$ cat src/rtl/mult_pkg.sv
// mult_pkg: shared definitions for the mult_add shift-add multiplier.
//   state_t   controller state encoding (ST_IDLE / ST_RUN / ST_FINISH)
//   cnt_w()   width of an iteration counter able to hold the value w
package mult_pkg;

  typedef enum logic [1:0] {
    ST_IDLE   = 2'd0,
    ST_RUN    = 2'd1,
    ST_FINISH = 2'd2
  } state_t;

  function automatic int cnt_w(input int w);
    return $clog2(w + 1);
  endfunction

endpackage

$ cat src/rtl/abs_neg.sv
// abs_neg: conditional two's-complement.
//   val  in   W-bit operand
//   neg  in   1 = output -val (mod 2^W), 0 = pass val through
//   res  out  W-bit result
// Used as magnitude extractor for operands (neg = sign & MSB) and as the
// final result negator. The most negative value maps onto itself, which
// read as unsigned is exactly its magnitude.
module abs_neg #(
  parameter int W = 8
) (
  input  logic [W-1:0] val,
  input  logic         neg,
  output logic [W-1:0] res
);

  assign res = neg ? (~val + W'(1)) : val;

endmodule

$ cat src/rtl/mult_add.sv
// mult_add: sequential shift-add multiply-accumulate,
//   product = multiplicand * multiplier + addend  (mod 2^(2*WIDTH))
// Ports:
//   clk          in   clock, rising edge
//   reset_n      in   async active-low reset
//   start        in   sample operands + sign, (re)start an operation
//   sign         in   0 = unsigned, 1 = two's complement
//   multiplicand in   WIDTH
//   multiplier   in   WIDTH
//   addend       in   WIDTH, zero/sign extended per sign
//   product      out  2*WIDTH, held until the next result write
//   ready        out  one-cycle pulse with a new product
//   busy         out  high in RUN and FINISH
// Build option: define MULT_EARLY_EXIT_EN to leave RUN as soon as the
// remaining multiplier bits are all zero (latency 2..WIDTH+1 edges);
// otherwise latency is a fixed WIDTH+1 edges.
module mult_add
  import mult_pkg::*;
#(
  parameter int WIDTH = 8
) (
  input  logic               clk,
  input  logic               reset_n,
  input  logic               start,
  input  logic               sign,
  input  logic [WIDTH-1:0]   multiplicand,
  input  logic [WIDTH-1:0]   multiplier,
  input  logic [WIDTH-1:0]   addend,
  output logic [2*WIDTH-1:0] product,
  output logic               ready,
  output logic               busy
);

  localparam int CW = cnt_w(WIDTH);

  state_t             state, state_nxt;
  logic [2*WIDTH-1:0] mcand_q, acc_q, addend_q, acc_res;
  logic [WIDTH-1:0]   mplier_q, mcand_mag, mplier_mag;
  logic [CW-1:0]      cnt_q;
  logic               negate_q, last_iter;

  abs_neg #(.W(WIDTH)) u_abs_mcand (
    .val(multiplicand), .neg(sign & multiplicand[WIDTH-1]), .res(mcand_mag));
  abs_neg #(.W(WIDTH)) u_abs_mplier (
    .val(multiplier),   .neg(sign & multiplier[WIDTH-1]),   .res(mplier_mag));
  abs_neg #(.W(2*WIDTH)) u_neg_res (
    .val(acc_q),        .neg(negate_q),                     .res(acc_res));

  // Last iteration: counter about to expire, or (early exit) the
  // multiplier after this cycle's shift has no set bits left.
`ifdef MULT_EARLY_EXIT_EN
  assign last_iter = (cnt_q == CW'(1)) || (mplier_q[WIDTH-1:1] == '0);
`else
  assign last_iter = (cnt_q == CW'(1));
`endif

  assign busy = (state != ST_IDLE);

  always_comb begin
    state_nxt = state;
    if (start) begin
      state_nxt = ST_RUN;          // start always (re)launches, aborting any op
    end else begin
      case (state)
        ST_RUN:    if (last_iter) state_nxt = ST_FINISH;
        ST_FINISH: state_nxt = ST_IDLE;
        default:   state_nxt = ST_IDLE;
      endcase
    end
  end

  always_ff @(posedge clk or negedge reset_n) begin
    if (!reset_n) begin
      state    <= ST_IDLE;
      mcand_q  <= '0;
      mplier_q <= '0;
      acc_q    <= '0;
      addend_q <= '0;
      cnt_q    <= '0;
      negate_q <= 1'b0;
      product  <= '0;
      ready    <= 1'b0;
    end else begin
      state <= state_nxt;
      ready <= 1'b0;
      if (start) begin
        mcand_q  <= {{WIDTH{1'b0}}, mcand_mag};
        mplier_q <= mplier_mag;
        acc_q    <= '0;
        cnt_q    <= CW'(WIDTH);
        negate_q <= sign & (multiplicand[WIDTH-1] ^ multiplier[WIDTH-1]);
        addend_q <= {{WIDTH{sign & addend[WIDTH-1]}}, addend};
      end else if (state == ST_RUN) begin
        if (mplier_q[0]) acc_q <= acc_q + mcand_q;
        mcand_q  <= mcand_q << 1;
        mplier_q <= mplier_q >> 1;
        cnt_q    <= cnt_q - CW'(1);
      end else if (state == ST_FINISH) begin
        product <= acc_res + addend_q;
        ready   <= 1'b1;
      end
    end
  end

endmodule
$ cat config.mk
export PLATFORM = sky130hd
export DESIGN_NAME = mult_add
export DESIGN_NICKNAME = d
export VERILOG_FILES = /design/src/rtl/mult_pkg.sv /design/src/rtl/abs_neg.sv /design/src/rtl/mult_add.sv
export SDC_FILE = /design/constraint.sdc
export NUM_CORES = 1
export LEC_CHECK = 0
export CELL_PAD_IN_SITES_DETAIL_PLACEMENT = 0
export CELL_PAD_IN_SITES_GLOBAL_PLACEMENT = 1
export CORE_UTILIZATION = 48
export DETAILED_ROUTE_END_ITERATION = 8
export PLACE_DENSITY_LB_ADDON = 0.3
export SLEW_MARGIN = 15
export SYNTH_ARGS = -nofsm -noshare
export SYNTH_HDL_FRONTEND = slang
export SYNTH_SLANG_ARGS = --single-unit
$ cat constraint.sdc
create_clock -name clk -period 8.1 [get_ports clk]
set_input_delay 1.62 -clock clk [delete_from_list [all_inputs] [get_ports clk]]
set_output_delay 1.62 -clock clk [all_outputs]
set_load 0.1 [all_outputs]
# After elaboration in Yosys (flattened, before gate mapping)
# Index checks and enable logic that the tools add are counted.
[op_classes] addsub=6 eq_ne=4 n_mux=18 n_bitwise=10 reduce_logical=5
[op_table] operator="$mux 16" n=6
[op_table] operator="$add 16x16->16" n=2
[op_table] operator="$mux 8" n=4
[op_table] operator="$add 16x1->16 const B" n=1
[op_table] operator="$add 8x1->8 const B" n=2
[op_table] operator="$not 16->16" n=1
[op_table] operator="$not 8->8" n=2
[op_table] operator="$mux 4" n=2
[op_table] operator="$mux 2" n=3
[op_table] operator="$reduce_bool 2->1" n=3
[op_table] operator="$and 1x1->1" n=4
[op_table] operator="$eq 4x1->1 const B" n=1
[op_table] operator="$sub 4x1->4 const B" n=1
[op_table] operator="$mux 1" n=3
[op_table] operator="$ne 3x3->1 const B" n=1
[op_table] operator="$reduce_and 3->1" n=1
[op_table] operator="$eq 2x1->1 const B" n=1
[op_table] operator="$eq 2x2->1 const B" n=1
[op_table] operator="$not 1->1" n=2
[op_table] operator="$reduce_and 2->1" n=1
[op_table] operator="$xor 1x1->1" n=1
[word_totals] reg_bits=73 inputBits=28 output_inout_bits=18 wordCells=52

# Logic depth before layout (Yosys ltp)
# Gate-level depths: netlist (run 1).
[logic_depth] word_depth=4 ltp_mapped=13 ltp_nobuf=13

# By module
# A second synthesis (run 1) with hierarchy kept.
[unflattened] cells_unflattened=583 area_unflattened_um2=5176.2
[modules_own_cells] mod="mult_add" n_inst=1 cells_per_inst=493 area_per_inst_um2=4478.0
[modules_own_cells] mod="abs_neg at u_neg_res" n_inst=1 cells_per_inst=48 area_per_inst_um2=355.3
[modules_own_cells] mod="abs_neg at u_abs_mcand ..." n_inst=2 cells_per_inst=21 area_per_inst_um2=171.4

# Worst setup path after synthesis (run 1)
# No wires, ideal clock.
[synth_path] path_kind="reg2reg" from="register acc_q[2]" to="register product[15]" setup_time_ns=0.092 arrival_time_ns=3.330 t_required_ns=8.008 path_slack_ns=4.679 path_stages_with_launch=11 n_path_buf=1 synth_period_minus_slack_ns=3.421 cell_sequence="dfrtp_1 or4_4 or3_2 o41ai_1 xnor2_1 ha_1 clkbuf_1 nand3_1 or4_1 and3_2 o31ai_2"
[synth_via] elab_chain_len=4
[synth_rtl] item="start: declaration" line_no="mult_add.sv:37" rtl="logic [2*WIDTH-1:0] mcand_q, acc_q, addend_q, acc_res;"
[synth_rtl] item="start signal: assignment" line_no="mult_add.sv:94" rtl="if (mplier_q[0]) acc_q <= acc_q + mcand_q;"
[synth_rtl] item="$not 16->16" line_no="abs_neg.sv:16" rtl="assign res = neg ? (~val + W'(1)) : val;"
[synth_rtl] item="$add 16x1->16" line_no="abs_neg.sv:16"
[synth_rtl] item="$mux 16 (*)" line_no="abs_neg.sv:16"
[synth_rtl] item="$add 16x16->16 (*)" line_no="mult_add.sv:99" rtl="product <= acc_res + addend_q;"
[synth_rtl] item="end signal: assignment" line_no="mult_add.sv:99"
[synth_rtl] item="end: declaration" line_no="mult_add.sv:29" rtl="output logic [2*WIDTH-1:0] product,"
# Mark *: on every way between the ends. The rest lies on a longest branch, timed or not.
# A chain may end at the register's enable or synchronous reset.

# Final worst setup path (run 1)
[layout_path] from="register state[0]" to="output busy"
[layout_via] elab_chain_len=1
[layout_rtl] item="start: declaration" line_no="mult_add.sv:36" rtl="state_t state, state_nxt;"
[layout_rtl] item="start signal: assignment" line_no="mult_add.sv:84" rtl="state <= state_nxt;"
[layout_rtl] item="$reduce_bool 2->1" line_no="mult_add.sv:57" rtl="assign busy = (state != ST_IDLE);"
[layout_rtl] item="end: declaration" line_no="mult_add.sv:31" rtl="output logic busy"
# No other way between the ends.

==> results of run 1 <==
## registers in the layout (all words and copies together) (netlist names)
register  cells
state         2
mcand_q      16
negate_q      1
addend_q      9
mplier_q      8
product      16
cnt_q         4
ready         1
acc_q        16
## path summary, 6_finish.rpt
| path | startpoint | cells past startpoint | slack (ns) | end |
|---|---|---|---|---|
| setup / recovery | state[0] | 2 | 4.41 | busy |
| hold / removal | product[12] | 2 | 0.48 | product[12] |
| setup reg to reg | acc_q[2] | 11 | 4.49 | product[15] |
| hold reg to reg | product[12] | 2 | 0.48 | product[12] |
| max in group asynchronous | reset_n | 2 | 6.01 | cnt_q[1] |
| min in group asynchronous | reset_n | 2 | 1.49 | product[1] |
## stage by stage
step / hold slack, ns / area, µm²
6_report: 0.4760 / 5705
5_1_grt: 0.5009 / 5705
4_1_cts: 0.4854 / 5705
3_5_place_dp: 0.4680 / 5498
3_3_place_gp: 0.4613 / 5498
2_1_floorplan: 0.4849 / 4962
## cells in the final DEF, fill, tap and decap left out, drive strengths merged, types with 10 or more instances in the layout
cell type and n:
nand2 96, dfrtp 73, o21ai 45, clkdlybuf4s50 43, ha 36, a21oi 35, nor2 31, xnor2 30
inv 19, nand3 14, mux2i 14, xor2 14, clkbuf 14, a21o 12, nor3 11, a211oi 10
o31ai 10
## layout make-up
| type | count | area, µm² | share of cell area, % |
|---|---|---|---|
| Sequential cell | 73 | 1827 | 32.02 |
| Timing Repair Buffer | 48 | 462.9 | 8.114 |
| Clock inverter | 2 | 35.03 | 0.6140 |
| Clock buffer | 14 | 172.7 | 3.026 |
| Tap cell | 133 | 166.4 | 2.917 |
| Inverter | 19 | 71.32 | 1.250 |
| Multi-Input combinational cell | 449 | 2970 | 52.06 |
## routing by layer
layer	wire length (µm)	vias up	share of wire (%)	track usage [%]
met3	300	10	2.8	3.524
met4	104	0	0.97	6.122
li1	-	2102	-	-
met2	5078	71	47	36.00
met5	0	-	0	0
met1	5209	1923	49	27.50
## cell usage after synthesis (all sizes together), types with 4 or more instances
cell type	count
a211oi	10
a21o	12
a21oi	35
a31oi	8
and3	7
clkbuf	24
dfrtp	73
ha	36
inv	19
mux2	8
mux2i	14
nand2	96
nand2b	4
nand3	14
nor2	31
nor3	11
nor4b	4
o211ai	6
o21ai	45
o21bai	4
o31ai	10
or3	7
or4	5
xnor2	30
xor2	14
## cells by family after synthesis
| group | synth area share (%) |
|---|---|
| AND/OR/NAND/NOR | 17.62 |
| AO/OA/AOI/OAI | 19.79 |
| flip-flops | 36.81 |
| XOR/XNOR | 7.917 |
| buffers and inverters | 3.328 |
| adder cells (fa/ha/maj) | 9.884 |
| multiplexers | 4.639 |
## worst reg2reg max path: cells and delay by family, from the launching register on
| family | cells | cell delay [ns] |
|---|---|---|
| DFF | 1 | 0.47 |
| xor gates and xnor gates | 1 | 0.16 |
| AOI/OAI and AO/OA | 6 | 1.19 |
| and+or+nand+nor | 3 | 1.33 |
| adders and majority gates | 1 | 0.33 |
## power by group
part / total [mW] / switching [mW] / internal (mW) / leakage, nW
combinational: 0.616 / 0.362 / 0.254 / 1.55
clock: 0.302 / 0.135 / 0.168 / 0.107
sequential: 0.473 / 0.0581 / 0.415 / 0.954
total: 1.39 / 0.555 / 0.837 / 2.61
==> results.md, run 1 <==
* Drt wl/cell at 14.49 µm
* Routed Wire Length at 10.69 mm
* Asr flop ratio synth at 100.0%
* Min Tclk post-route at 3.694 ns
* Maxcap violations at 0
* Clock-pin slew on the worst setup and hold paths at 0.07 ns
* NumNets Final at 666
* Leakage at 2.608 nW
* Yosys warning total at 0
* Die Wd at 103.7 µm
* Seq cells post-synth at 73
* First-pass GRT wire length at 18.48 mm
* Vias per cell at 5.564
* Yosys top cell by area: dfrtp_1
* CTS resizes at 0
* CP endpoint kind: output port
* Synth top area cells: dfrtp_1 (37%), ha_1 (9.1%), nand2_1 (7.3%)
* Via count at 4,106
* Antenna diodes at 0
* Vias in the first global route at 3,915
* Max-Slew Margin vs Limit at 35.59%
* Slew Viols, Final at 0
* Core Region at 9910 µm²
* Initial antenna violation count at 0
* Root Driver: clkbuf_8
* Final Hold Viols at 0
* GR Overflow Total at 0
* Tot Pwr at 1.392 mW
* CP Buf/Inv Count at 1
* Placed insts at 722
* CTS sink count at 73
* Setup bufs post-CTS at 0
* Final WS setup at 4.406 ns
* Syn Inst Count at 566
* Routed Antenna Nets at 0
* Final cell count without fillers at 738
* Util after Layout at 57.58%
* Top delay family on crit path: buffers and inverters
* Avg Cell Area, Syn at 8.767 µm²
* Largest net degree at the start of global routing at 74
* Max H-tree Level at 3
* VDD IR-drop max at 164.7 µV
* Fin Setup TNS at 0 ns
* Number of fill cells at 941
* Post-synth net total at 632
* Slowest CP cell: clkdlybuf4s50_1
* Worst Skew at 0.008966 ns
* Top cell type's share of synthesized area at 36.81%
* Critical Path AT at 2.07 ns
* Final period util at 45.61%
* CP Launch Type: flop
* Worst-path fanout max at 4
* Seq/Total Area, Yosys at 36.81%
* Ports at 46
* FP Rows at 36
* Gr usage total at 21.09%
* Most common flop cell mapped by yosys: dfrtp_1
* Gpl congestion at 0.8889
* RSZ-0062 raised after global routing: false
* Cell Pwr Density at 243.9 nW/µm²
* Max Freq at 0.2707 GHz
* Clock Latency Late Sink at 0.35 ns
* Outcome: finished clean
* Inserted Clock Buffers at 9
* Initial Util at 50.08%
* Syn Std Cell Area at 4962 µm²
* WP data required at 6.48 ns
* TritonCTS clock tree: built
* Share of cells above drive strength 1 at 6.116%
* Post-synth EDFFs at 0
* # port buffers at 45
* Worst min-delay path category: reg -> reg
* Area Growth Syn to Fin at 14.98%
* Critical path type: reg -> out
* Max clock buf depth at 2
* Distinct cells, synth at 52
* Hold buffer count at cts at 0
* Crit-path max cell delay at 0.97 ns
* Final HPWL DP at 7.735 mm
* Worst-path cell chain: or2_2 -> clkdlybuf4s50_1
* DRT iter0 DRCs at 131
* # DRC at 0
* Worst slew pin tran at 0.9631 ns
* DRT Pass-1 Iters at 4
* Final Setup Violations at 0
* Post-Place Setup Slack at 4.113 ns
* Height of the die at 103.7 µm
* Die Area at 10,750 µm²
(Power assumes the default switching activity.)
==> run 2: changes to the inputs <==
--- a/config.mk
+++ b/config.mk
@@ -7,7 +7,7 @@
 export LEC_CHECK = 0
 export CELL_PAD_IN_SITES_DETAIL_PLACEMENT = 0
 export CELL_PAD_IN_SITES_GLOBAL_PLACEMENT = 1
-export CORE_UTILIZATION = 48
+export CORE_UTILIZATION = 45
 export DETAILED_ROUTE_END_ITERATION = 8
 export PLACE_DENSITY_LB_ADDON = 0.3
 export SLEW_MARGIN = 15
==> constraint.sdc (replaced) <==
create_clock -name clk -period 3.85 [get_ports clk]
set_input_delay 0.77 -clock clk [delete_from_list [all_inputs] [get_ports clk]]
set_output_delay 0.77 -clock clk [all_outputs]
set_load 0.1 [all_outputs]
==> run 2 against run 1 <==
Core utilization decreased by 2.7 points. Clock power increased by 130%. Sequential share of layout area decreased by 0.31 points. Count of clock-buffer cells in the layout decreased by 2. First-iteration DRC count increased by 39%. Wire length increased by 2.7%. Die area increased by 6.5%. Highest routed layer unchanged. Clock skew increased by 0.0016 ns. Design area increased by 0.99%. Final cell count increased by 0.95%.
==> results.md, run 2 (synthesis results as in run 1) <==
* Outcome: finished clean
* CP Launch Type: flop
* NumNets Final at 670
* # port buffers at 45
* TritonCTS clock tree: built
* Initial antenna violation count at 0
* Inserted Clock Buffers at 9
* Hold buffer count at cts at 0
* Leakage at 2.629 nW
* Initial Util at 47.22%
* GR Overflow Total at 0
* Via count at 4,178
* Routed Wire Length at 10.98 mm
* CTS sink count at 73
* RSZ-0062 raised after global routing: false
* Min Tclk post-route at 3.550 ns
* Max clock buf depth at 2
* DRT iter0 DRCs at 182
* Gr usage total at 21.30%
* Maxcap violations at 0
* Fin Setup TNS at 0 ns
* Routed Antenna Nets at 0
* Cell area after layout at 5762 µm²
* Core Region at 10,510 µm²
* VDD IR-drop max at 284.3 µV
* Gpl congestion at 0.9154
* Setup bufs post-CTS at 0
* Most common cell after layout, fill and taps aside: nand2_1
* Clock Latency Late Sink at 0.36 ns
* Max-Slew Margin vs Limit at 35.46%
* Ports at 46
* Final Setup Violations at 0
* Die Wd at 107.0 µm
* Share of cells above drive strength 1 at 6.897%
* First-pass GRT wire length at 19.24 mm
* Max Freq at 0.2817 GHz
* Clock-pin slew on the worst setup and hold paths at 0.08 ns
* Largest net degree at the start of global routing at 70
* Final period util at 92.22%
* Die Area at 11,450 µm²
* Root Driver: clkbuf_8
* CP endpoint kind: flop
* Critical path type: reg -> reg
* Worst min-delay path category: in -> async
* Slew Viols, Final at 0
* Vias in the first global route at 4,146
* WP data required at 4.12 ns
* CTS resizes at 0
* Worst slew pin tran at 0.9651 ns
* Worst reg-to-reg setup slack at 0.30 ns
* Antenna diodes at 0
* Height of the die at 107.0 µm
* Worst Skew at 0.01058 ns
* Commonest non-fill, non-tap cells in the layout: nand2_1 (96), dfrtp_1 (73), o21ai_0 (45)
* Dpl cell area at 5532 µm²
* Max H-tree Level at 3
* Area Growth Syn to Fin at 16.11%
* Cell Pwr Density at 520.0 nW/µm²
* Vias per cell at 5.608
* Drt wl/cell at 14.74 µm
* Largest regs: acc_q (16), mcand_q (16), product (16)
* DRT Pass-1 Iters at 4
* Final HPWL DP at 8.204 mm
* Critical Path AT at 3.82 ns
* Final Hold Viols at 0
* # DRC at 0
* Worst-path fanout max at 7
* FP Rows at 37
[run 2: changes by cell type in the layout (fill, tap and decap cells not counted)]
cell | before | now
buf_4 | 3 | 7
clkinvlp_4 | 0 | 2
bufinv_16 | 1 | 2
clkbuf_1 | 2 | 1
clkbuf_8 | 12 | 11
clkinv_2 | 1 | 0
[run 2: final timing paths]
path | endpoint | depth (start not counted) | startpoint
max | product[15] | 11 | acc_q[2]
min | addend_q[3] | 1 | reset_n
max reg2reg | product[15] | 11 | acc_q[2]
min reg2reg | product[12] | 2 | product[12]
max in group asynchronous | mcand_q[10] | 2 | reset_n
min in group clk | product[12] | 2 | product[12]
[run 2: layer usage]
layer | vias up | track usage [%] | part of all wire, %
met5 | - | 0 | 0
met3 | 17 | 4.073 | 4.0
met2 | 84 | 35.67 | 47
li1 | 2102 | - | -
met4 | 0 | 7.632 | 1.8
met1 | 1975 | 27.37 | 48
[run 2: area by class of cell]
type	instances	area [µm²]
inverters	19	71.32
repair buffers	52	493.0
multi-input cells	449	2970
clock inverters	4	75.07
clock buffers	12	155.1
fillers	957	4747
well taps	136	170.2
flip-flops and latches	73	1827
[run 2: stage by stage]
stage	utilization [%]	hold slack (ns)	setup WS, ns	std cells	power, mW
3_3_place_gp	52.64	0.4604	0.3441	729	2.278
6_report	54.83	0.3919	0.2995	745	2.996
3_5_place_dp	52.64	0.4673	0.3251	729	2.310
2_1_floorplan	-	0.4744	0.4287	566	2.005
4_1_cts	54.83	0.3993	0.2926	745	3.017
5_1_grt	54.83	0.4251	0.03488	745	3.230
[run 2: worst max-delay path, stage by stage, from the launching register on]
cell	delay (ns)
dfrtp_1	0.45
or4_4	0.59
or4_4	0.52
o31ai_1	0.25
xnor2_1	0.15
ha_1	0.33
a21o_1	0.23
a2111oi_0	0.35
o21ai_0	0.13
o21ai_0	0.12
a21oi_1	0.11
o31ai_2	0.22
[run 2: power by group]
| group | leakage (nW) | internal (mW) | switching, mW | total [mW] |
|---|---|---|---|---|
| clock | 0.109 | 0.400 | 0.295 | 0.695 |
| combinational | 1.57 | 0.540 | 0.770 | 1.31 |
| sequential | 0.954 | 0.873 | 0.118 | 0.991 |
